`src/rtl/uart_rx.sv`:
```
// 8N1 UART receiver: synchronized serial input, mid-bit sampling, glitch and framing checks.
// Define UART_RX_PARITY_EN for 8E1 framing with an extra o_parity_err pulse.
module uart_rx #(
    parameter int CLKS_PER_BIT = 104,
    parameter int SYNC_STAGES  = 2
) (
    input  logic       clk,
    input  logic       i_reset_n,
    input  logic       i_enable,
    input  logic       i_rx,
    output logic [7:0] o_data,
    output logic       o_valid,
    output logic       o_frame_err,
`ifdef UART_RX_PARITY_EN
    output logic       o_parity_err,
`endif
    output logic       o_busy
);

    localparam int CNT_W = $clog2(CLKS_PER_BIT);
    localparam logic [CNT_W-1:0] CNT_LAST = CNT_W'(CLKS_PER_BIT - 1);
    localparam logic [CNT_W-1:0] CNT_MID  = CNT_W'((CLKS_PER_BIT - 1) / 2);

    localparam logic [2:0] S_IDLE   = 3'd0;
    localparam logic [2:0] S_START  = 3'd1;
    localparam logic [2:0] S_DATA   = 3'd2;
    localparam logic [2:0] S_STOP   = 3'd4;
    localparam logic [2:0] S_BREAK  = 3'd5;
`ifdef UART_RX_PARITY_EN
    localparam logic [2:0] S_PARITY = 3'd3;
`endif

    logic [SYNC_STAGES-1:0] sync_q, sync_d;
    logic [2:0]             state_q, state_d;
    logic [CNT_W-1:0]       cnt_q, cnt_d;
    logic [2:0]             idx_q, idx_d;
    logic [7:0]             shift_q, shift_d;
    logic [7:0]             data_q, data_d;
    logic                   valid_q, valid_d;
    logic                   ferr_q, ferr_d;
`ifdef UART_RX_PARITY_EN
    logic                   par_bit_q, par_bit_d;
    logic                   perr_q, perr_d;
`endif
    logic                   rx_s;
    logic                   cnt_last;

    assign sync_d   = {sync_q[SYNC_STAGES-2:0], i_rx};
    assign rx_s     = sync_q[SYNC_STAGES-1];
    assign cnt_last = (cnt_q == CNT_LAST);

    always_comb begin
        state_d = state_q;
        cnt_d   = cnt_q;
        idx_d   = idx_q;
        shift_d = shift_q;
        data_d  = data_q;
        valid_d = 1'b0;
        ferr_d  = 1'b0;
`ifdef UART_RX_PARITY_EN
        par_bit_d = par_bit_q;
        perr_d    = 1'b0;
`endif
        case (state_q)
            S_IDLE: begin
                cnt_d = '0;
                if (i_enable && !rx_s) begin
                    state_d = S_START;
                end
            end
            S_START: begin
                // A start bit that is high again by mid-bit is a line glitch.
                if (cnt_q == CNT_MID) begin
                    cnt_d = '0;
                    if (!rx_s) begin
                        state_d = S_DATA;
                        idx_d   = 3'd0;
                    end else begin
                        state_d = S_IDLE;
                    end
                end else begin
                    cnt_d = cnt_q + CNT_W'(1);
                end
            end
            S_DATA: begin
                if (cnt_last) begin
                    cnt_d          = '0;
                    shift_d[idx_q] = rx_s;
                    idx_d          = idx_q + 3'd1;
                    if (idx_q == 3'd7) begin
`ifdef UART_RX_PARITY_EN
                        state_d = S_PARITY;
`else
                        state_d = S_STOP;
`endif
                    end
                end else begin
                    cnt_d = cnt_q + CNT_W'(1);
                end
            end
`ifdef UART_RX_PARITY_EN
            S_PARITY: begin
                if (cnt_last) begin
                    cnt_d     = '0;
                    par_bit_d = rx_s;
                    state_d   = S_STOP;
                end else begin
                    cnt_d = cnt_q + CNT_W'(1);
                end
            end
`endif
            S_STOP: begin
                if (cnt_last) begin
                    cnt_d = '0;
                    if (rx_s) begin
                        data_d  = shift_q;
                        valid_d = 1'b1;
`ifdef UART_RX_PARITY_EN
                        perr_d  = ^{shift_q, par_bit_q};
`endif
                        state_d = S_IDLE;
                    end else begin
                        ferr_d  = 1'b1;
                        state_d = S_BREAK;
                    end
                end else begin
                    cnt_d = cnt_q + CNT_W'(1);
                end
            end
            S_BREAK: begin
                // Hold off until the line returns high so a break never frames data.
                cnt_d = '0;
                if (rx_s) begin
                    state_d = S_IDLE;
                end
            end
            default: begin
                state_d = S_IDLE;
                cnt_d   = '0;
            end
        endcase
    end

    always_ff @(posedge clk or negedge i_reset_n) begin
        if (!i_reset_n) begin
            sync_q  <= '1;
            state_q <= S_IDLE;
            cnt_q   <= '0;
            idx_q   <= 3'd0;
            shift_q <= 8'h00;
            data_q  <= 8'h00;
            valid_q <= 1'b0;
            ferr_q  <= 1'b0;
        end else begin
            sync_q  <= sync_d;
            state_q <= state_d;
            cnt_q   <= cnt_d;
            idx_q   <= idx_d;
            shift_q <= shift_d;
            data_q  <= data_d;
            valid_q <= valid_d;
            ferr_q  <= ferr_d;
        end
    end

`ifdef UART_RX_PARITY_EN
    always_ff @(posedge clk or negedge i_reset_n) begin
        if (!i_reset_n) begin
            par_bit_q <= 1'b0;
            perr_q    <= 1'b0;
        end else begin
            par_bit_q <= par_bit_d;
            perr_q    <= perr_d;
        end
    end

    assign o_parity_err = perr_q;
`endif

    assign o_data      = data_q;
    assign o_valid     = valid_q;
    assign o_frame_err = ferr_q;
    assign o_busy      = (state_q != S_IDLE);

endmodule
```
`config.mk`:
```
export PLATFORM = sky130hd
export DESIGN_NAME = uart_rx
export DESIGN_NICKNAME = d
export VERILOG_FILES = /design/src/rtl/uart_rx.sv
export SDC_FILE = /design/constraint.sdc
export NUM_CORES = 1
export LEC_CHECK = 0
export ABC_AREA = 1
export ABC_CLOCK_PERIOD_IN_PS = 1810
export BUFFER_PORTS_ARGS = -buffer_cell sky130_fd_sc_hd__buf_2
export CAP_MARGIN = 25
export CELL_PAD_IN_SITES_DETAIL_PLACEMENT = 0
export CELL_PAD_IN_SITES_GLOBAL_PLACEMENT = 1
export CORE_AREA = 2 2 66 80
export CTS_CLUSTER_SIZE = 24
export DETAILED_ROUTE_END_ITERATION = 8
export DIE_AREA = 0 0 68 82
export PLACE_DENSITY = 0.65
export SYNTH_ARGS = -nofsm -noshare
export SYNTH_HDL_FRONTEND = slang
export SYNTH_SLANG_ARGS = --single-unit
```
`constraint.sdc`:
```
create_clock -name clk -period 1.81 [get_ports clk]
set_input_delay 0 -clock clk [delete_from_list [all_inputs] [get_ports clk]]
set_output_delay 0 -clock clk [all_outputs]
set_load 0.005 [all_outputs]
```
=== Word level (Yosys, flattened, before mapping) ===
Index checks and enable logic that the tools add are counted.

* Register bits: 33
* Latch bits: 0
* RAM bits: 0
* Bits in read-only memories: 0
* Input bits: 4
* Output and inout bits: 11
* Logic and storage cells: 62
* Memories kept: 0

* Add/subtract/negate cells: 2
* $mul: 0
* Divide/modulo/power cells: 0
* $lt $le $gt $ge: 2
* Eq/ne operators: 14
* Shifts and indexed selects: 0
* Muxes and demuxes: 25
* Bitwise operators: 0
* Reductions and logical operators: 11

{| class="wikitable"
|+ Operator list
! operator !! number
|-
| $mux 3 || 10
|-
| $pmux 3 s5 || 1
|-
| $mux 7 || 2
|-
| $ne 2x2->1 const B || 7
|-
| $pmux 7 s2 || 1
|-
| $eq 3x3->1 const B || 3
|-
| $bwmux 8 || 1
|-
| $add 7x1->7 const B || 1
|-
| $eq 7x6->1 const B || 1
|-
| $eq 7x7->1 const B || 1
|-
| $mux 1 || 7
|-
| $pmux 3 s2 || 1
|-
| $reduce_and 6->1 || 1
|-
| $lt 3x4->1 const B || 1
|-
| $reduce_and 4->1 || 1
|-
| $add 3x1->3 const B || 1
|-
| $demux 1 s3 || 1
|-
| $eq 3x1->1 const B || 1
|-
| $eq 3x2->1 const B || 1
|-
| $ge 3x1->1 const B || 1
|-
| $logic_not 3->1 || 1
|-
| $reduce_and 3->1 || 1
|-
| $reduce_bool 3->1 || 1
|-
| $logic_and 1x1->1 || 2
|-
| 5 further kinds || 5
|}

=== Longest topological paths before layout ===
* Word-level depth: 5
* Gate-level depth with buffers: 9

=== Worst setup path before layout ===
No wires, ideal clock.

* Path kind: reg2reg
* From: register idx_q[0]
* To: register state_q[2]
* Library setup time: 0.121 ns
* Data arrival time: 1.225 ns
* Data required time: 1.689 ns
* Setup slack: 0.464 ns
* Cell stages (with the launch flop): 9
* Path buffers: 0
* Cell sequence: dfrtp_1 ha_1 ha_1 inv_1 nand4_1 nand3_1 nor2_2 nand2_1 nand2_1

* Word-level cells in the longest chain between the ends: 3

{| class="wikitable"
|+ Ends and longest elaborated chain
! item !! line !! source
|-
| start, declared || 36 || <nowiki>logic [2:0] idx_q, idx_d;</nowiki>
|-
| start signal, assigned || 158 || <nowiki>idx_q <= idx_d;</nowiki>
|-
| $eq 3x3->1 || 90 || <nowiki>if (idx_q == 3'd7) begin</nowiki>
|-
| $ne 2x2->1 (no line) || -- ||
|-
| $reduce_and 6->1 (no line) || -- ||
|-
| end signal, assigned || 156 || <nowiki>state_q <= state_d;</nowiki>
|-
| end, declared || 34 || <nowiki>logic [2:0] state_q, state_d;</nowiki>
|}

Every way passes these cells.
A chain may end at the register's enable or synchronous reset.

=== Worst setup path in the final report ===
* From: register cnt_q[0]
* To: register data_q[6], in the netlist o_data[6]

* Word-level cells in the longest chain between the ends: 2

{| class="wikitable"
|+ Ends and longest elaborated chain
! item !! line !! source
|-
| start, declared || 35 || <nowiki>logic [CNT_W-1:0] cnt_q, cnt_d;</nowiki>
|-
| start signal, assigned || 157 || <nowiki>cnt_q <= cnt_d;</nowiki>
|-
| $eq 7x7->1 || 50 || <nowiki>assign cnt_last = (cnt_q == CNT_LAST);</nowiki>
|-
| $reduce_and 3->1 (no line) || -- ||
|-
| end signal, assigned || 160 || <nowiki>data_q <= data_d;</nowiki>
|-
| end, declared || 38 || <nowiki>logic [7:0] data_q, data_d;</nowiki>
|}

Every way passes these cells.

==> results.json <==
{
  "placed_cell_area_sq_um": 1742,
  "drcViolationCount": 0,
  "maxSlewHeadroom": 0.5089,
  "post-place-cells": 257,
  "clockBufferDepth": 2,
  "cts-root-buf": "clkbuf_8",
  "cts.sinks": 33,
  "ios": 15,
  "port_buffers": 14,
  "hold_path.class": "primary input to register",
  "p_leak_nw": 0.9748,
  "clkSlewWorstSetupHoldPaths_ns": 0.07,
  "dieArea_sq_um": 5576,
  "dr.first_iter.drc_count": 44,
  "clkLatencyLatePin_ns": 0.28,
  "hold_viol": 0,
  "grt_max_degree": 34,
  "hold_start": "i_enable",
  "grt_pass1_wl_mm": 5.354,
  "reg2reg_from": "cnt_q[0]$_DFF_PN0_",
  "r2r_slack_ns": 0.33,
  "ys_seq_area_frac": 0.5213,
  "track_usage": 0.1301,
  "cp_max_fo": 8,
  "synthCells": 182,
  "drv_slew": 0,
  "grt-ovfl-total": 0,
  "avgSynthCellArea_sq_um": 8.731,
  "holdPathStages": 6,
  "worstReg2RegEnd": "o_data[6]$_DFFE_PN0P_",
  "instances_no_fill": 267,
  "vias": 1166,
  "hpwl_mm": 2.161,
  "crit_type": "register to register",
  "skew_ns": 0.001138,
  "max-vdd-ir-drop_uv": 459.3,
  "first_pass_iters": 4,
  "finalSetupViolCount": 0,
  "gp_congestion": 0.6963,
  "cts-buffers-inserted": 5,
  "reg2reg_depth": 8,
  "wl_per_cell_um": 10.98,
  "max_freq_mhz": 674.3,
  "diodes": 0,
  "synth_warnings": 0,
  "syn-cell-area_sq_um": 1589,
  "worst_pin_slew_ns": 0.7367,
  "rows": 28,
  "final_cell_mix": "nand2_1 (62), dfrtp_1 (31), nor2_1 (18), inv_1 (16), nand3_1 (15)",
  "final_common_cell": "nand2_1",
  "worstSetupStartpoint": "cnt_q[0]$_DFF_PN0_",
  "initial_utilization": 0.3287,
  "cp.required_ns": 1.99,
  "fp.dieH_um": 82,
  "start_kind": "register",
  "post-route-period-util": 0.8194,
  "finish.utilization": 0.3822,
  "final_area_sq_um": 1848,
  "powerDensity_nw_per_um2": 965.1,
  "grt_antenna_before_repair": 0,
  "wl_mm": 2.931,
  "cts_setup_buffers": 0,
  "cp-end-kind": "register",
  "synthesis.nets": 189,
  "synth.ff_latch_count": 33,
  "drive_gt1_frac": 0.2126,
  "detail_route.vias_per_cell": 4.367,
  "cts-htree-levels": 2,
  "maxCapViolCount": 0,
  "place_ws_ns": 0.3093,
  "cts_tree": "built",
  "die_w_um": 68,
  "fin_nets": 213,
  "ys_types": 26,
  "status": "finished clean",
  "hold_end": "state_q[2]$_DFFE_PN0P_",
  "tns_ns": 0,
  "fin_ws_ns": 0.3269,
  "grt_setup_unrepaired": "no",
  "first_global_vias": 1145,
  "worstPathArrival_ns": 1.66,
  "area_growth_pct": 16.30,
  "detail-route-antenna-nets": 0,
  "core_area_sq_um": 4835,
  "min_period_ns": 1.483
}
sequential cells by signal, indices dropped and copies added, names as in the netlist:
signal	cells
o_data	8
shift_q	8
cnt_q	7
idx_q	3
state_q	3
sync_q	2
o_frame_err	1
o_valid	1
repair_timing:
action	in CTS	in global routing
gates resized for setup	0	0
setup endpoints to repair	0	0
hold buffers	2	0
hold endpoints to repair	32	0
where the power goes:
group | leakage [nW] | internal [mW] | switching, mW
Sequential | 0.450 | 0.784 | 0.0463
Clock | 0.0439 | 0.265 | 0.277
Combinational | 0.481 | 0.133 | 0.278
Total | 0.975 | 1.18 | 0.601
cell type report:
type / instances / area (sq um)
fill: 513 / 2987
sequential: 33 / 828.3
multi-input combinational: 130 / 675.6
timing repair buffer: 17 / 97.59
inverter: 19 / 85.08
tap: 60 / 75.07
clock buffer: 5 / 68.82
clock inverter: 3 / 17.52
kinds of logic after synthesis:
| family | Yosys count | share of synthesized area |
|---|---|---|
| AO/OA/AOI/OAI | 13 | 0.04646 |
| XOR/XNOR | 1 | 0.005513 |
| adder cells (fa/ha/maj) | 3 | 0.02362 |
| buffers and inverters | 19 | 0.05355 |
| flip-flops | 33 | 0.5213 |
| AND/OR/NAND/NOR | 113 | 0.3496 |
synth_stat cells:
| cell type | n | area share |
|---|---|---|
| a21oi_1 | 2 | 0.0063 |
| a31oi_1 | 1 | 0.0039 |
| bufinv_8 | 1 | 0.011 |
| dfrtp_1 | 31 | 0.49 |
| dfstp_2 | 2 | 0.033 |
| ha_1 | 3 | 0.024 |
| inv_1 | 16 | 0.038 |
| inv_2 | 2 | 0.0047 |
| nand2_1 | 62 | 0.15 |
| nand2_2 | 3 | 0.012 |
| nand2_4 | 1 | 0.0071 |
| nand3_1 | 15 | 0.047 |
| nand3_2 | 1 | 0.0063 |
| nand3_4 | 1 | 0.011 |
| nand4_1 | 1 | 0.0039 |
| nor2_1 | 18 | 0.043 |
| nor2_2 | 1 | 0.0039 |
| nor2_4 | 2 | 0.014 |
| nor2_8 | 1 | 0.013 |
| nor3_1 | 1 | 0.0031 |
| nor3_2 | 4 | 0.025 |
| nor3_4 | 1 | 0.010 |
| o21ai_1 | 7 | 0.022 |
| o21bai_1 | 3 | 0.014 |
| or2_2 | 1 | 0.0039 |
| xnor2_1 | 1 | 0.0055 |
how the worst max path moves through the flow:
stage,cells past startpoint,slack (ns),to
after floorplan,8,0.46,state_q[2]$_DFFE_PN0P_
after detailed placement,8,0.31,o_data[4]$_DFFE_PN0P_
after global placement,8,0.36,o_data[7]$_DFFE_PN0P_
after global routing,8,0.18,shift_q[6]$_DFFE_PN0P_
final,8,0.33,o_data[6]$_DFFE_PN0P_
after CTS,8,0.30,o_data[4]$_DFFE_PN0P_
critical path: stages (launching register included):
cell and delay, ns:
dfrtp_1 0.37, ha_1 0.23, nand2_2 0.09, nor2_4 0.13, nand2_4 0.11, nor2_1 0.13, nand3_2 0.16, nand2_1 0.10
nand2_1 0.05
stage by stage:
step           hold WS, ns  total power [mW]
6_report            0.2571             1.784
5_1_grt             0.3000             1.929
4_1_cts             0.2488             1.819
3_5_place_dp        0.1073             1.256
3_3_place_gp        0.1049             1.266
2_1_floorplan      -0.2956             1.155
metal layers:
| metal | vias up | share of wire | GRT usage |
|---|---|---|---|
| li1 | 624 | - | - |
| met1 | 525 | 0.47 | 0.1684 |
| met2 | 12 | 0.47 | 0.1990 |
| met3 | 5 | 0.032 | 0.04110 |
| met4 | 0 | 0.021 | 0.05400 |
| met5 | - | 0 | 0 |
Note: power is estimated with default switching activity, not from simulation.
